===== src/rtl/debug_rom_arbiter.sv =====
// debug_rom_arbiter
//   Shares a single-port debug ROM between NumReq requesters (port 0 =
//   instruction fetch, port 1 = debug-module data/SBA reads). Round-robin
//   arbitration grants one requester per cycle. The winner's address is
//   range- and alignment-checked before it reaches the ROM. The response
//   (rvalid/err/rdata) returns to the granted port exactly one cycle after
//   the grant. Fully pipelined: one access per cycle can be sustained.
//
// Ports
//   clk_i        clock, rising edge
//   rst_ni       asynchronous reset, active low
//   req_i        per-port request (hold with addr until granted)
//   addr_i       per-port byte address, port k at [k*AddrWidth +: AddrWidth]
//   gnt_o        per-port grant, combinational, one-hot or zero
//   rvalid_o     per-port response valid, one cycle after the grant
//   rdata_o      per-port read data, port k at [k*DataWidth +: DataWidth]
//   err_o        per-port error, qualified by rvalid_o
//   rom_req_o    ROM request (granted and address is good)
//   rom_addr_o   ROM byte address (winner's address)
//   rom_rdata_i  ROM data, valid the cycle after rom_req_o
module debug_rom_arbiter #(
  parameter int unsigned NumReq    = 2,
  parameter int unsigned AddrWidth = 64,
  parameter int unsigned DataWidth = 64,
  parameter int unsigned RomSize   = 19
) (
  input  logic                          clk_i,
  input  logic                          rst_ni,
  input  logic [NumReq-1:0]             req_i,
  input  logic [NumReq*AddrWidth-1:0]   addr_i,
  output logic [NumReq-1:0]             gnt_o,
  output logic [NumReq-1:0]             rvalid_o,
  output logic [NumReq*DataWidth-1:0]   rdata_o,
  output logic [NumReq-1:0]             err_o,
  output logic                          rom_req_o,
  output logic [AddrWidth-1:0]          rom_addr_o,
  input  logic [DataWidth-1:0]          rom_rdata_i
);

  localparam int unsigned IdxW = $clog2(RomSize);
  localparam int unsigned PtrW = (NumReq > 1) ? $clog2(NumReq) : 1;
  localparam logic [PtrW:0]   NumReqW  = (PtrW+1)'(NumReq);
  localparam logic [PtrW-1:0] LastPort = PtrW'(NumReq - 1);
  localparam logic [IdxW:0]   RomSizeW = (IdxW+1)'(RomSize);

  logic [PtrW-1:0]      ptr_q, ptr_d;
  logic [PtrW-1:0]      win;
  logic [PtrW:0]        cand;
  logic                 any_req;
  logic [NumReq-1:0]    gnt;
  logic [NumReq-1:0]    rvalid_q, rvalid_d;
  logic [NumReq-1:0]    err_q, err_d;
  logic [AddrWidth-1:0] win_addr;
  logic [IdxW-1:0]      win_idx;
  logic                 bad;

  // Round-robin pick: first asserted request at or after ptr_q, cyclically.
  always_comb begin
    any_req = 1'b0;
    win     = '0;
    cand    = '0;
    for (int unsigned i = 0; i < NumReq; i++) begin
      cand = {1'b0, ptr_q} + (PtrW+1)'(i);
      if (cand >= NumReqW) begin
        cand = cand - NumReqW;
      end
      if (!any_req && req_i[cand[PtrW-1:0]]) begin
        any_req = 1'b1;
        win     = cand[PtrW-1:0];
      end
    end
  end

  // Grants are suppressed while reset is held so nothing leaks out during reset.
  always_comb begin
    gnt = '0;
    if (any_req && rst_ni) begin
      gnt[win] = 1'b1;
    end
  end

  always_comb begin
    win_addr = '0;
    for (int unsigned i = 0; i < NumReq; i++) begin
      if (win == PtrW'(i)) begin
        win_addr = addr_i[i*AddrWidth +: AddrWidth];
      end
    end
  end

  // Misaligned, high bits set, or word index past the end of the ROM.
  always_comb begin
    win_idx = win_addr[IdxW+2:3];
    bad     = (|win_addr[2:0])
            | (|win_addr[AddrWidth-1:IdxW+3])
            | ({1'b0, win_idx} >= RomSizeW);
  end

  always_comb begin
    rvalid_d = gnt;
    err_d    = gnt & {NumReq{bad}};
    ptr_d    = ptr_q;
    if (|gnt) begin
      ptr_d = (win == LastPort) ? '0 : win + PtrW'(1);
    end
  end

  always_ff @(posedge clk_i or negedge rst_ni) begin
    if (!rst_ni) begin
      ptr_q    <= '0;
      rvalid_q <= '0;
      err_q    <= '0;
    end else begin
      ptr_q    <= ptr_d;
      rvalid_q <= rvalid_d;
      err_q    <= err_d;
    end
  end

  // ROM data arrives in the response cycle, so it is steered combinationally
  // by the registered grant; errored responses return zero.
  always_comb begin
    rdata_o = '0;
    for (int unsigned i = 0; i < NumReq; i++) begin
      if (rvalid_q[i] && !err_q[i]) begin
        rdata_o[i*DataWidth +: DataWidth] = rom_rdata_i;
      end
    end
  end

  assign gnt_o      = gnt;
  assign rvalid_o   = rvalid_q;
  assign err_o      = err_q;
  assign rom_req_o  = (|gnt) & ~bad;
  assign rom_addr_o = win_addr;

endmodule

===== config.mk =====
export PLATFORM = sky130hd
export DESIGN_NAME = debug_rom_arbiter
export DESIGN_NICKNAME = d
export VERILOG_FILES = /design/src/rtl/debug_rom_arbiter.sv
export SDC_FILE = /design/constraint.sdc
export NUM_CORES = 1
export LEC_CHECK = 0
export CAP_MARGIN = 0
export CORE_AREA = 8 8 147 149
export CTS_CLUSTER_DIAMETER = 100
export DETAILED_ROUTE_END_ITERATION = 10
export DIE_AREA = 0 0 155 157
export SLEW_MARGIN = 20
export SYNTH_ARGS = -nofsm -noshare
export SYNTH_HDL_FRONTEND = slang
export SYNTH_SLANG_ARGS = --single-unit

===== constraint.sdc =====
create_clock -name clk_i -period 2.3 [get_ports clk_i]
set_input_delay 0.345 -clock clk_i [delete_from_list [all_inputs] [get_ports clk_i]]
set_output_delay 0.345 -clock clk_i [all_outputs]
set_load 0.03 [all_outputs]

==> results of run 1 <==
==> cell usage after synthesis <==
| cell type | count |
|---|---|
| nor2b_1 | 3 |
| or3_1 | 1 |
| nor3_1 | 2 |
| mux2_2 | 56 |
| nor2_1 | 7 |
| a21oi_1 | 1 |
| o2111ai_1 | 1 |
| a222oi_1 | 1 |
| buf_1 | 3 |
| o211a_1 | 1 |
| dfrtp_1 | 5 |
| nor4_1 | 21 |
| mux2_1 | 8 |
| or4_1 | 7 |
| a211o_1 | 2 |
| a31oi_1 | 1 |
| nand4_1 | 4 |
| a211oi_1 | 2 |
| nand2_1 | 3 |
| clkbuf_1 | 18 |
| inv_1 | 3 |
| o21ai_4 | 1 |
| and4_1 | 2 |
| and2_1 | 128 |
==> worst max-delay path: cells and delay by family <==
kind | cells | cell delay (ns)
AOI/OAI and AO/OA | 2 | 0.67
and+or+nand+nor | 2 | 0.89
buffers and inverters | 3 | 0.59
==> path summary, 6_finish.rpt <==
path                                         end  slack (ns)  cells past startpoint
max in group asynchronous      ptr_q$_DFFE_PN0N_        1.76                      2
setup / recovery                       rom_req_o       -0.54                      7
setup reg to reg              err_o[1]$_DFF_PN0_        0.27                      6
hold / removal             rvalid_o[1]$_DFF_PN0_        0.42                      2
min in group clk_i             ptr_q$_DFFE_PN0N_        0.65                      2
hold reg to reg                ptr_q$_DFFE_PN0N_        0.65                      2
==> sequential cells by signal, summed over array words and instances (netlist names) <==
signal / cells
err_o: 2
rvalid_o: 2
ptr_q: 1
==> repair_timing <==
action                     CTS  global route
buffers inserted             3             6
resized for setup          187           134
setup endpoints to repair   62            88
gates cloned                 0             1
hold buffers                 0             0
pin swaps                   33            15
==> final cells by class <==
| class | count | area share (%) |
|---|---|---|
| multi-input cells | 252 | 31.3 |
| repair buffers | 433 | 60.4 |
| clock buffers | 4 | 1.19 |
| diodes | 1 | 0.0377 |
| flip-flops and latches | 5 | 1.88 |
| inverters | 3 | 0.170 |
| well taps | 265 | 4.99 |
==> power groups by stage <==
stage | Combinational (uW) | Clock (uW) | Sequential (uW)
finish | 1600 | 285 | 106
global route | 1700 | 300 | 108
CTS | 1620 | 292 | 107
detailed placement | 1640 | 0 | 108
global placement | 1640 | 0 | 108
floorplan | 747 | 0 | 114
==> per-stage QoR <==
step / TNS [ns] / worst slack (ns) / hold WS, ns / area (sq um)
after floorplan: -0.0840 / -0.0840 / 0.0494 / 2120
after global placement: -15.07 / -1.17 / 0.654 / 6370
after detailed placement: -15.62 / -1.12 / 0.656 / 6370
after CTS: -0.667 / -0.662 / 0.421 / 6530
after global routing: -0.673 / -0.653 / 0.428 / 6640
final: -0.539 / -0.539 / 0.421 / 6640
==> kinds of logic after synthesis <==
family / synth area share (%)
buf+inv: 4.24
mux: 33.9
flops: 5.89
simple gates: 51.8
compound gates: 4.18
==> cells in the final DEF (no fill, tap or decap), drive strengths merged <==
cell type / n
mux2: 64
or4: 7
a211o: 2
diode: 1
nor3: 2
dfrtp: 5
nand4: 4
a222oi: 1
nand2: 3
a211oi: 2
clkdlybuf4s50: 137
or3: 1
buf: 164
a31oi: 1
clkbuf: 25
and4: 2
o2111ai: 1
inv: 3
nor2b: 3
and2: 128
dlymetal6s2s: 52
dlygate4sd2: 49
clkdlybuf4s15: 10
nor2: 7
nor4: 21
o21ai: 1
a21oi: 1
o211a: 1
==> layer usage <==
metal / wire length, um / vias up / part of all wire (%)
met5: 22 / - / 0.12
met2: 9240 / 238 / 51
li1: - / 1821 / -
met3: 1940 / 14 / 11
met1: 6600 / 1688 / 37
met4: 199 / 4 / 1.1
==> results.yml, run 1 <==
clocking:
  cts_tree: "built"
  h-tree-depth: 1
  cts_sinks: 5
  cts_made_buffers: 3
  clockBufferDepth: 2
  clkTransAtPathRegs_ns: 0.03
  cts_root_buf: "clkbuf_16"
  clk_latency_ns: 0.23
critical_path:
  worstSetupEndpointType: "primary output"
  cp_cell_sequence: "dlygate4sd2_1 -> or3_1 -> or4_4 -> a222oi_1 -> buf_4 -> o211a_1 -> buf_12"
  crit_start: "addr_i[118]"
  reg2reg_from: "ptr_q$_DFFE_PN0N_"
  arrival_ns: 2.49
  slowest_delay_ns: 0.52
  cp_slowest_cell: "or4_4"
  critical_path_class: "in2out"
  startpoint_type: "primary input"
  cp.required_ns: 1.96
  critPathMaxFanout: 3
floorplan:
  initial_utilization_pct: 11.1
  num_rows: 51
  dieArea_sq_um: 24300
  io_pins: 395
  core_sq_um: 19200
  die_x_um: 155
  die_h_um: 157
final_layout:
  stdcell_count: 963
  fillers: 2062
  utilization_pct: 34.6
  synthToLayoutAreaGrowth_pct: 213
  nets: 894
  multiInputGateArea_sq_um: 2080
  drive_above_1_share_pct: 39.0
  register_area_sq_um: 125
synth:
  ys_seq_area_share_pct: 5.89
  ys_types: 24
  synth_top_area_share_pct: 37.7
  synthTopCellsByArea: "and2_1 38%, mux2_2 30%, nor4_1 6.2%"
  syn-num-nets: 477
  yosysWarnings: 0
  syn_area_sq_um: 2120
  syn-mean-instance-area_sq_um: 7.56
  yosys.area.top_type: "and2_1"
  synth-seq-cells: 5
  syn_inst: 281
pwr:
  power_switching_uw: 898
  seqPwrFrac_pct: 5.3
  ir_drop_mv: 0.175
  p_per_area_nw_per_um2: 300
  combPwrFrac_pct: 80.4
  pwr-share-clk_pct: 14.3
  switching_share_pct: 45.0
  power_leakage_uw: 0.00370
  total_power_uw: 2000
  internal_power_uw: 1100
grt:
  met3_usage_pct: 6.06
  grt_pass1_wl_um: 25800
  grt_max_degree: 59
  grt_antenna_before_repair: 2
  gr-usage-met1_pct: 13.3
  grt-ovfl-total: 0
  grt_pass1_vias: 4279
  grt_use_total_pct: 13.5
  top_usage_layer: "met2"
  use_met2_pct: 25.7
placement:
  place.gp.congestion: 0.861
  dp_hpwl_um: 16100
  port_buffers: 394
  dp.cells: 951
timing:
  finClkSkew_ns: 0.00114
  worstMarginPinSlew_ns: 0.469
  rsz0062_at_grt: "yes"
  finalHoldViolations: 0
  finalMaxSlewViolations: 0
  worst_slack_ns: -0.539
  setup-violations-final: 1
  finalCriticalPeriod_ns: 2.84
  fmax_ghz: 0.352
  min_period_over_period_pct: 123
  slew-limit-headroom_pct: 68.8
drt:
  dr.pass1.iters: 4
  drc: 0
  vias: 3765
  routedWlPerCell_um: 18.7
  routed_wl_um: 18000
  viasPerCell: 3.91
  antenna_left: 0
  drt_iter0_drc: 74
job:
  maxCapViolCount: 0
hold_path:
  hold_class: "in2async"
outcome:
  violations: "setup timing"
  status: "finished, violations left"
No activity file was read; power rests on OpenSTA's default activity.
==> run 2, diff against run 1 <==
==> constraint.sdc (replaced) <==
create_clock -name clk_i -period 2.3 [get_ports clk_i]
set_input_delay 0.69 -clock clk_i [delete_from_list [all_inputs] [get_ports clk_i]]
set_output_delay 0.69 -clock clk_i [all_outputs]
set_load 0.03 [all_outputs]
==> run 2 against run 1 <==
  * The run still ends with setup timing left
  * Via count is 3.7% higher
  * Critical endpoint unchanged
  * Count of clock-buffer cells in the layout stayed put
  * Routed wire length is 8.0% higher
  * Cell count is 4.6% higher
  * First-iteration DRC count is 46% higher
  * Clock power is 1% higher
  * Clock skew hardly changed
  * Die area stayed put
  * Critical path depth is 2 higher
  * Largest cell class unchanged
  * Sequential share of layout area is 0.22 points lower
==> results.yml, run 2 (synthesis gave the netlist of run 1 again) <==
critical_path:
  rrSetupSlack_ns: 0.35
  critical_path_class: "in2out"
  reg2reg_from: "ptr_q$_DFFE_PN0N_"
  arrival_ns: 2.61
  r2r_end: "err_o[1]$_DFF_PN0_"
  startpoint_type: "primary input"
  path_buf_inv: 4
  r2r_cells: 7
  path_common_cell: "buf_4"
  cp_slowest_cell: "clkdlybuf4s50_1"
  worstSetupEndpointType: "primary output"
  cp_cell_sequence: "clkdlybuf4s50_1 -> nor4_1 -> buf_4 -> and4_1 -> nand4_1 -> a222oi_1 -> buf_4 -> o211a_1 -> buf_12"
  slowest_delay_ns: 0.42
  critPathTopFamily: "buffers and inverters"
  cp.required_ns: 1.61
  critPathMaxFanout: 2
grt:
  grt-ovfl-total: 0
  grt_antenna_before_repair: 0
  grt_use_total_pct: 14.3
  grt_pass1_vias: 4380
  grt_max_degree: 65
  grt_pass1_wl_um: 26700
placement:
  port_buffers: 394
  place.gp.congestion: 0.819
  dp_hpwl_um: 17100
  dp_slack_ns: -1.61
clocking:
  h-tree-depth: 1
  clkTransAtPathRegs_ns: 0.03
  clockBufferDepth: 2
  cts_made_buffers: 3
  clk_latency_ns: 0.23
  hold_buffers: 0
  cts_tree: "built"
  cts_root_buf: "clkbuf_16"
  cts_sinks: 5
timing:
  slew-limit-headroom_pct: 72.3
  setup-violations-final: 67
  fmax_ghz: 0.303
  fin_tns_setup_ns: -21.45
  rsz0062_at_grt: "yes"
  worst_slack_ns: -1.00
  finalCriticalPeriod_ns: 3.30
  finalHoldViolations: 0
  min_period_over_period_pct: 144
  worstMarginPinSlew_ns: 0.414
  finClkSkew_ns: 0.000910
  finalMaxSlewViolations: 0
pwr:
  total_power_uw: 2380
  power_leakage_uw: 0.00369
  ir_drop_mv: 0.169
  p_per_area_nw_per_um2: 316
floorplan:
  initial_utilization_pct: 11.1
  io_pins: 395
  die_h_um: 157
  core_sq_um: 19200
  dieArea_sq_um: 24300
  die_x_um: 155
  num_rows: 51
drt:
  antenna_left: 0
  routed_wl_um: 19400
  vias: 3905
  drc: 0
  dr.pass1.iters: 4
  routedWlPerCell_um: 19.3
  drt_iter0_drc: 108
  viasPerCell: 3.88
outcome:
  status: "finished, violations left"
  violations: "setup timing"
final_layout:
  num_antenna_cells: 0
  synthToLayoutAreaGrowth_pct: 255
  layout_common_cells: "177 x buf_4, 128 x and2_1, 113 x clkdlybuf4s50_1"
  fillers: 1947
  nets: 939
  layout_commonest_cell: "buf_4"
  drive_above_1_share_pct: 55.4
hold_path:
  hold_class: "in2async"
job:
  maxCapViolCount: 0
[run 2: tightest hold or removal path: stages]
cell and delay (ns):
dlymetal6s2s_1 0.12, buf_4 0.13, buf_4 0.14
[run 2: worst max path at each step]
stage                     cells past startpoint   endpoint  slack, ns         from
after floorplan                               4  rom_req_o      -0.77   addr_i[80]
after global placement                        9  rom_req_o      -1.63  addr_i[105]
after global routing                          9  rom_req_o      -1.17   addr_i[58]
after detailed placement                      9  rom_req_o      -1.61  addr_i[105]
final                                         9  rom_req_o      -1.00   addr_i[58]
after CTS                                     9  rom_req_o      -1.04  addr_i[127]
[run 2: cell type report]
class	instances	area, sq um	share of cell area [%]
Timing Repair Buffer	477	4580	60.7
Tap cell	265	332	4.40
Sequential cell	5	125	1.66
Clock buffer	4	78.8	1.05
Multi-Input combinational cell	253	2400	31.9
Inverter	3	23.8	0.315
[run 2: repair_timing]
action | CTS | global route
hold endpoints to repair | 0 | 0
endpoints found under the setup margin | 69 | 69
resized for setup | 192 | 231
pin swaps | 32 | 27
setup buffers | 3 | 16
gates cloned | 1 | 4
[run 2: metrics by stage]
stage	util [%]	area [sq um]	hold slack (ns)	instances
floorplan	-	2370	0.394	281
global placement	34.6	6640	0.630	981
detailed placement	34.6	6640	0.631	981
CTS	35.5	6820	0.759	987
global route	39.3	7540	0.542	1007
finish	39.3	7540	0.524	1007
[run 2: power by group]
group	total, uW	internal [uW]	switching, uW	leakage [uW]
logic	1980	1050	935	0.00359
registers	109	96.7	12.0	0.0000639
clock network	289	230	58.7	0.0000382
total	2380	1380	1010	0.00369
[run 2: per-layer routing]
layer  track usage (%)  wire length [um]  share of wire (%)
met2              28.5             10500                 54
met3              6.58              2250                 12
met1              13.2              6540                 34
met4              1.91               195                1.0
met5                 0                 0                  0
